`config.mk`:
```
export PLATFORM = sky130hd
export DESIGN_NAME = min_sec_counter_flat
export DESIGN_NICKNAME = d
export VERILOG_FILES = /design/src/rtl/min_sec_counter_pkg.sv /design/src/rtl/min_sec_counter_if.sv /design/src/rtl/min_sec_counter_btn_edge.sv /design/src/rtl/min_sec_counter.sv /design/src/flat_wrapper.sv
export SDC_FILE = /design/constraint.sdc
export NUM_CORES = 1
export LEC_CHECK = 0
export BUFFER_PORTS_ARGS = -buffer_cell sky130_fd_sc_hd__buf_4
export CAP_MARGIN = 20
export CELL_PAD_IN_SITES_DETAIL_PLACEMENT = 1
export CELL_PAD_IN_SITES_GLOBAL_PLACEMENT = 2
export CORE_MARGIN = 2
export CORE_UTILIZATION = 34
export CTS_BUF_LIST = sky130_fd_sc_hd__clkbuf_16
export CTS_CLUSTER_SIZE = 8
export DETAILED_ROUTE_END_ITERATION = 16
export PLACE_DENSITY_LB_ADDON = 0.3
export SLEW_MARGIN = 5
export SYNTH_ARGS = -nofsm -noshare
export SYNTH_HDL_FRONTEND = slang
export SYNTH_HIERARCHICAL = 1
export SYNTH_SLANG_ARGS = --single-unit
```
`constraint.sdc`:
```
create_clock -name CLK -period 2.3 [get_ports CLK]
set_input_delay 0.46 -clock CLK [delete_from_list [all_inputs] [get_ports CLK]]
set_output_delay 0.46 -clock CLK [all_outputs]
set_load 0.005 [all_outputs]
```
`src/rtl/min_sec_counter_pkg.sv`:
```
// min_sec_counter_pkg: shared state encoding, digit limits and widths for the minutes:seconds counter.
package min_sec_counter_pkg;
    typedef enum logic {STOP, RUN} state_t;
    localparam int TENS_W    = 3;
    localparam int UNITS_W   = 4;
    localparam int TENS_MAX  = 5;
    localparam int UNITS_MAX = 9;
endpackage

```
`src/rtl/min_sec_counter_if.sv`:
```
// min_sec_counter_if: button inputs and digit/status outputs of the counter core.
interface min_sec_counter_if;
    import min_sec_counter_pkg::*;
    logic               nSTART;
    logic               nCLEAR;
    logic [TENS_W-1:0]  secup;
    logic [UNITS_W-1:0] seclow;
    logic [TENS_W-1:0]  minup;
    logic [UNITS_W-1:0] minlow;
    logic               running;
    logic               wrap;
    modport master (output nSTART, nCLEAR, input secup, seclow, minup, minlow, running, wrap);
    modport slave  (input nSTART, nCLEAR, output secup, seclow, minup, minlow, running, wrap);
endinterface

```
`src/rtl/min_sec_counter_btn_edge.sv`:
```
// btn_edge: 2-flop synchronizer plus one-cycle pulse on each high-to-low button transition.
module btn_edge (
    input  logic CLK,
    input  logic nRST,
    input  logic nbtn,
    output logic press
);
    logic [2:0] sr;
    always_ff @(posedge CLK or negedge nRST)
        if (!nRST) sr <= '1;
        else sr <= {sr[1:0], nbtn};
    assign press = sr[2] & ~sr[1];
endmodule

```
`src/rtl/min_sec_counter.sv`:
```
// min_sec_counter: 1 Hz prescaler and BCD 00:00..59:59 counter with run/stop and clear buttons.
module min_sec_counter
    import min_sec_counter_pkg::*;
#(
    parameter int DIV_MAX = 50_000_000
) (
    input logic              CLK,
    input logic              nRST,
    min_sec_counter_if.slave io
);
    localparam int PW = $clog2(DIV_MAX);
    localparam logic [PW-1:0]      P_ONE  = PW'(1);
    localparam logic [PW-1:0]      P_LAST = PW'(DIV_MAX - 1);
    localparam logic [TENS_W-1:0]  T_ONE  = TENS_W'(1);
    localparam logic [TENS_W-1:0]  T_MAX  = TENS_W'(TENS_MAX);
    localparam logic [UNITS_W-1:0] U_ONE  = UNITS_W'(1);
    localparam logic [UNITS_W-1:0] U_MAX  = UNITS_W'(UNITS_MAX);
    state_t             state, state_d;
    logic [PW-1:0]      presc, presc_d;
    logic [UNITS_W-1:0] sl, ml, sl_d, ml_d;
    logic [TENS_W-1:0]  su, mu, su_d, mu_d;
    logic               start_p, clear_p, tick, c1, c2, c3, c4, wrap_d;
    btn_edge u_start (.CLK(CLK), .nRST(nRST), .nbtn(io.nSTART), .press(start_p));
    btn_edge u_clear (.CLK(CLK), .nRST(nRST), .nbtn(io.nCLEAR), .press(clear_p));
    always_ff @(posedge CLK or negedge nRST)
        if (!nRST) begin
            state      <= STOP;
            io.running <= 1'b0;
            io.wrap    <= 1'b0;
            presc      <= '0;
            sl         <= '0;
            su         <= '0;
            ml         <= '0;
            mu         <= '0;
        end else begin
            state      <= state_d;
            io.running <= state_d == RUN;
            io.wrap    <= wrap_d;
            presc      <= presc_d;
            sl         <= sl_d;
            su         <= su_d;
            ml         <= ml_d;
            mu         <= mu_d;
        end
    // Carries ripple through all four digits in one cycle; a stop press still lets the tick land.
    always_comb begin
        tick    = state == RUN && presc == P_LAST;
        presc_d = state == RUN ? (tick ? '0 : presc + P_ONE) : presc;
        c1      = tick && sl == U_MAX;
        c2      = c1 && su == T_MAX;
        c3      = c2 && ml == U_MAX;
        c4      = c3 && mu == T_MAX;
        sl_d    = tick ? (c1 ? '0 : sl + U_ONE) : sl;
        su_d    = c1 ? (c2 ? '0 : su + T_ONE) : su;
        ml_d    = c2 ? (c3 ? '0 : ml + U_ONE) : ml;
        mu_d    = c3 ? (c4 ? '0 : mu + T_ONE) : mu;
        wrap_d  = c4;
        state_d = start_p ? (state == RUN ? STOP : RUN) : state;
        if (clear_p) begin
            presc_d = '0;
            sl_d    = '0;
            su_d    = '0;
            ml_d    = '0;
            mu_d    = '0;
            wrap_d  = 1'b0;
            state_d = STOP;
        end
    end
    assign io.secup  = su;
    assign io.seclow = sl;
    assign io.minup  = mu;
    assign io.minlow = ml;
endmodule

```
`src/flat_wrapper.sv`:
```
// flat-port wrapper written by rule: the top's interface ports become plain ports
module min_sec_counter_flat import min_sec_counter_pkg::*;
#(
    parameter int DIV_MAX = 50_000_000
)
  (CLK, nRST, io_nSTART, io_nCLEAR, io_secup, io_seclow, io_minup, io_minlow, io_running, io_wrap);
  min_sec_counter_if io_i ();
  input logic CLK;
  input logic nRST;
  input wire logic [$bits(io_i.nSTART)-1:0] io_nSTART;
  input wire logic [$bits(io_i.nCLEAR)-1:0] io_nCLEAR;
  output wire logic [$bits(io_i.secup)-1:0] io_secup;
  output wire logic [$bits(io_i.seclow)-1:0] io_seclow;
  output wire logic [$bits(io_i.minup)-1:0] io_minup;
  output wire logic [$bits(io_i.minlow)-1:0] io_minlow;
  output wire logic [$bits(io_i.running)-1:0] io_running;
  output wire logic [$bits(io_i.wrap)-1:0] io_wrap;
  assign io_i.nSTART = io_nSTART;
  assign io_i.nCLEAR = io_nCLEAR;
  assign io_secup = io_i.secup;
  assign io_seclow = io_i.seclow;
  assign io_minup = io_i.minup;
  assign io_minlow = io_i.minlow;
  assign io_running = io_i.running;
  assign io_wrap = io_i.wrap;
  min_sec_counter #(.DIV_MAX(DIV_MAX)) u_core (.CLK(CLK), .nRST(nRST), .io(io_i));
endmodule
```
After elaboration in Yosys (flattened, before gate mapping)
Cells that the tools add are included.
{"block": "word_totals", "ff_bits": 48, "in_bits": 4}
{"block": "classes", "addsub": 5, "n_eq_ne": 5, "n_mux": 19, "bitwise_logic": 4, "reduce_logical": 11}
{"op": "26-bit two-way mux", "n": 3}
{"op": "26-bit by 1-bit adder with 26-bit output, second input constant", "n": 1}
{"op": "26-bit equality test, second input constant", "n": 1}
{"op": "4-bit two-way mux", "n": 6}
{"op": "3-bit two-way mux", "n": 6}
{"op": "2-bit nonzero test", "n": 6}
{"op": "4-bit by 1-bit adder with 4-bit output, second input constant", "n": 2}
{"op": "4-bit equality test, second input constant", "n": 2}
{"op": "3-bit by 1-bit adder with 3-bit output, second input constant", "n": 2}
{"op": "3-bit equality test, second input constant", "n": 2}
{"op": "1-bit logical AND", "n": 5}
{"op": "1-bit two-way mux", "n": 4}
{"op": "1-bit bitwise AND", "n": 2}
{"op": "1-bit NOT", "n": 2}

Longest topological paths before layout
{"block": "depth", "word_depth": 9, "depth_mapped": 8}

Cells and area by module
The synthesis kept the hierarchy.
{"mod": "min_sec_counter", "n_inst": 1, "cells_each": 248, "area_each_um2": 2347.3}
{"mod": "btn_edge", "n_inst": 2, "cells_each": 4, "area_each_um2": 92.6}

Least setup slack after synthesis
OpenSTA, ideal clock, no wires.
{"block": "synth_path", "path_type": "register to register", "startpoint": "register u_core.presc[9]", "endpoint": "register u_core.sl[1] (netlist: u_core/io.seclow[1])", "setup_ns": 0.077, "arrival_ns": 2.103, "required_time_ns": 2.223, "setup_slack_ns": 0.120, "path_stages_with_launch": 7, "path_buffers": 1, "period_less_slack_ns": 2.180, "cell_sequence": "dfrtp_1 -> or4b_4 -> nor4_4 -> nand2_2 -> buf_6 -> or3_1 -> a21oi_1"}
{"block": "synth_via", "elab_chain_len": 6}
{"item": "from (decl)", "line_no": "min_sec_counter.sv:19", "source": "logic [PW-1:0] presc, presc_d;"}
{"item": "from (signal assigned)", "line_no": "min_sec_counter.sv:39", "source": "presc <= presc_d;"}
{"item": "26-bit equality test (*)", "line_no": "min_sec_counter.sv:47", "source": "tick = state == RUN && presc == P_LAST;"}
{"item": "1-bit logical AND (*)", "line_no": "min_sec_counter.sv:47"}
{"item": "1-bit logical AND", "line_no": "min_sec_counter.sv:49", "source": "c1 = tick && sl == U_MAX;"}
{"item": "4-bit two-way mux (2 in series)", "line_no": "min_sec_counter.sv:53", "source": "sl_d = tick ? (c1 ? '0 : sl + U_ONE) : sl;"}
{"item": "4-bit two-way mux", "line_no": "min_sec_counter.sv:59", "source": "if (clear_p) begin"}
{"item": "to (signal assigned)", "line_no": "min_sec_counter.sv:40", "source": "sl <= sl_d;"}
{"item": "to (decl)", "line_no": "min_sec_counter.sv:20", "source": "logic [UNITS_W-1:0] sl, ml, sl_d, ml_d;"}
Mark *: on every way between the ends. The rest lies on a longest branch, timed or not. The select of a mux whose other input is x is not followed.
A chain may end at the register's enable or synchronous reset.

Worst setup path after layout
{"block": "layout_path", "startpoint": "register u_core.presc[18]", "endpoint": "register u_core.ml[1] (netlist: u_core/io.minlow[1])"}
{"block": "layout_via", "elab_chain_len": 8}
{"item": "26-bit equality test (*)", "line_no": "min_sec_counter.sv:47"}
{"item": "1-bit logical AND (*)", "line_no": "min_sec_counter.sv:47"}
{"item": "1-bit logical AND (*)", "line_no": "min_sec_counter.sv:49"}
{"item": "1-bit logical AND (*)", "line_no": "min_sec_counter.sv:50", "source": "c2 = c1 && su == T_MAX;"}
{"item": "1-bit logical AND", "line_no": "min_sec_counter.sv:51", "source": "c3 = c2 && ml == U_MAX;"}
{"item": "4-bit two-way mux (2 in series)", "line_no": "min_sec_counter.sv:55", "source": "ml_d = c2 ? (c3 ? '0 : ml + U_ONE) : ml;"}
{"item": "4-bit two-way mux", "line_no": "min_sec_counter.sv:59"}
{"item": "to (signal assigned)", "line_no": "min_sec_counter.sv:42", "source": "ml <= ml_d;"}
{"item": "to (decl)", "line_no": "min_sec_counter.sv:20"}
Marked as above.

==> key figures <==
Logic synthesis
  • Synthesized area: 0.00253 mm²
  • Area contributors post-synth: dfrtp_1, xnor2_1, dfstp_2
  • Ys async rst share: 1.00
  • Number of enable flip-flop cells after synthesis: 0
  • Synth Area per Inst: 9.89 µm²
  • Mapped Cells: 256
  • Main synth FF type: dfrtp_1
  • Post-synthesis sequential area ratio: 0.477
  • Synth top area share: 0.415
  • Commonest cells in the netlist: dfrtp_1, nor2_1, nand2_1
  • Most common cell in the netlist: dfrtp_1
  • Seq cells post-synth: 48
  • Post-synth cell types: 45
  • Post-synthesis net count: 269
  • Yosys warns: 6
  • Largest area contributor in the netlist: dfrtp_1

CTS
  • Num CTS Buffers: 5
  • H-tree depth: 2
  • Hold-fix buffers, CTS: 0
  • Max clock buf depth: 2
  • Num Clock Sinks: 48
  • CTS tree: yes
  • CTS clk-pin slew, worst paths: 0.07 ns
  • Root Buffer: clkbuf_16
  • Worst skew pair latency: 0.29 ns

Finish
  • Layout area overhead: 18.3%
  • Layout Nets: 300
  • Share of cells above drive strength 1: 0.215
  • Number of antenna cells inserted: 0

GRT
  • Grt total ovfl: 0
  • Vias in the first global route: 2054
  • Initial antenna violation count: 0
  • First-pass GRT wire length: 10500 µm
  • Pin count of the biggest net entering global routing: 49
  • Total track usage: 0.159

STA
  • Setup violations, final: 0
  • Final cycle utilization of the critical path: 0.964
  • Max Clock Skew: 0.00748 ns
  • Max_slew headroom: 0.582
  • Slew @ Worst Pin: 0.627 ns
  • Final Hold Fails: 0
  • Worst Hold Margin: 0.182 ns
  • Minimum clock period: 2.22 ns
  • Fmax: 451 MHz
  • Final Max Tran Viols: 0
  • Setup WS post-layout: 0.0832 ns
  • Unrepaired setup endpoints after global routing: yes

Drt
  • Via/cell ratio: 5.00
  • Vias: 1934
  • First-pass DRT Iterations: 4
  • Detailed Route WL: 6060 µm
  • Initial DRC Count: 39
  • Per-cell routed wire length: 15.6 µm
  • Drt drc: 0
  • Antenna-violating nets left: 0

Worst hold path
  • Worst hold path type: in2async

Worst setup path
  • CP Cell Sequence: or4b_4 -> nor4_4 -> buf_4 -> nand2_4 -> or4_1 -> a21oi_1
  • Worst-path cell with the longest stage delay: or4b_4
  • Startpoint type of the worst setup path: register
  • Max stage delay on crit path: 0.58 ns
  • Worst path buffer plus inverter count: 1
  • Worst Path Required: 2.52 ns
  • CP Class: reg2reg
  • Crit-path leading delay family: simple AND/OR/NAND/NOR gates
  • CP arrival: 2.44 ns
  • Critical Path Fanout Max: 9
  • Worst setup EP type: register

Placed design
  • HPWL after DPL: 4260 µm
  • Routability cong.: 0.750
  • Setup Slack @ Placement: 0.0694 ns
  • Number of port buffers: 19

Die
  • Die Wd: 90.3 µm
  • Core ar.: 0.00721 mm²
  • Total die area: 0.00815 mm²
  • IO Pins: 20
  • Die height: 90.3 µm
  • Row cnt: 31
  • Starting Density: 0.351

Status
  • Status: finished, final reports clean

Pwr
  • Pwr/cell area: 588 mW/mm²
  • Leakage Power: 0.00131 µW
  • Peak supply drop: 0.000266 V

Run
  • Maximum Capacitance Violations: 0
==> metrics by stage <==
| stage | util | TNS [ns] | cells | total power [µW] | area, µm² |
|---|---|---|---|---|---|
| after floorplan | - | 0 | 256 | 992 | 2530 |
| after CTS | 0.415 | 0 | 387 | 1790 | 2990 |
| after detailed placement | 0.395 | 0 | 379 | 1060 | 2850 |
| final | 0.415 | 0 | 387 | 1760 | 3000 |
| after global placement | 0.395 | 0 | 379 | 1050 | 2850 |
| after global routing | 0.415 | -0.0704 | 387 | 1840 | 3000 |
==> area by class of cell <==
type | instances | area, µm²
clock buffer | 5 | 125
clock inverter | 3 | 16.3
fill | 870 | 4220
inverter | 7 | 26.3
multi-input combinational | 192 | 1250
sequential | 48 | 1210
tap | 99 | 124
timing repair buffer | 33 | 248
==> per-layer routing <==
layer  track usage  share of wire  vias to the layer above
li1              -              -                      953
met1         0.218           0.48                      956
met2         0.259           0.48                       20
met3        0.0292          0.028                        5
met4        0.0462          0.011                        0
met5             0              0                        -
==> sequential cells by signal, indices dropped and copies added, names as in the netlist <==
name               count
u_core/presc          26
u_core/u_clear/sr      3
u_core/io.minup        3
u_core/io.wrap         1
u_core/state           1
u_core/io.minlow       4
u_core/u_start/sr      3
u_core/io.secup        3
u_core/io.seclow       4
==> worst reg2reg max path, cell delays in order, from the launching register on <==
cell and delay, ns:
dfrtp_1 0.43, or4b_4 0.58, nor4_4 0.28, buf_4 0.22, nand2_4 0.09, or4_1 0.41, a21oi_1 0.15
==> power by group <==
group | leakage [µW] | switching (µW) | internal [µW]
Combinational | 0.000591 | 69.2 | 57.9
Clock | 0.0000710 | 323 | 398
Sequential | 0.000645 | 36.4 | 877
Total | 0.00131 | 429 | 1330
==> path summary, 6_finish.rpt <==
| path | from | to | slack (ns) | cells after the start |
|---|---|---|---|---|
| max | u_core/presc[18] | u_core/io.minlow[1] | 0.08 | 6 |
| min | nRST | u_core/presc[7] | 0.18 | 1 |
| max reg2reg | u_core/presc[18] | u_core/io.minlow[1] | 0.08 | 6 |
| min reg2reg | u_core/u_start/sr[0] | u_core/u_start/sr[1] | 0.36 | 0 |
| max in group asynchronous | nRST | u_core/presc[2] | 1.66 | 1 |
| min in group CLK | io_nCLEAR | u_core/u_clear/sr[0] | 0.28 | 1 |
==> logic make-up (layout without fill, tap and decap cells) <==
group | count (synthesis) | count (layout) | synth area share
flip-flops | 48 | 48 | 0.477
adder cells (fa/ha/maj) | 9 | 9 | 0.0445
multiplexers | 3 | 3 | 0.0119
AO/OA/AOI/OAI | 27 | 27 | 0.0628
buffers and inverters | 16 | 48 | 0.0316
XOR/XNOR | 24 | 24 | 0.0830
AND/OR/NAND/NOR | 129 | 129 | 0.289
==> what timing repair did <==
| action | in CTS | in global routing |
|---|---|---|
| gates resized for setup | 0 | 2 |
| endpoints found under the setup margin | 0 | 5 |
| setup buffers | 0 | 0 |
==> layout by cell type (no fill, tap or decap), types with 3 or more instances in the layout <==
cell        n
nand2_1    22
inv_1       8
nand4b_1    3
buf_4      33
xnor2_1    19
or4_1       5
nand4_1     6
nand3_1    12
a21oi_1    13
o21ai_0     8
nand2b_1    4
mux2i_1     3
ha_1        9
dfstp_2     6
nor3_1     13
dfrtp_1    41
xor2_1      5
nor2_1     37
clkbuf_16   5
or3_1       4
Power figures use the tool's default switching activity.
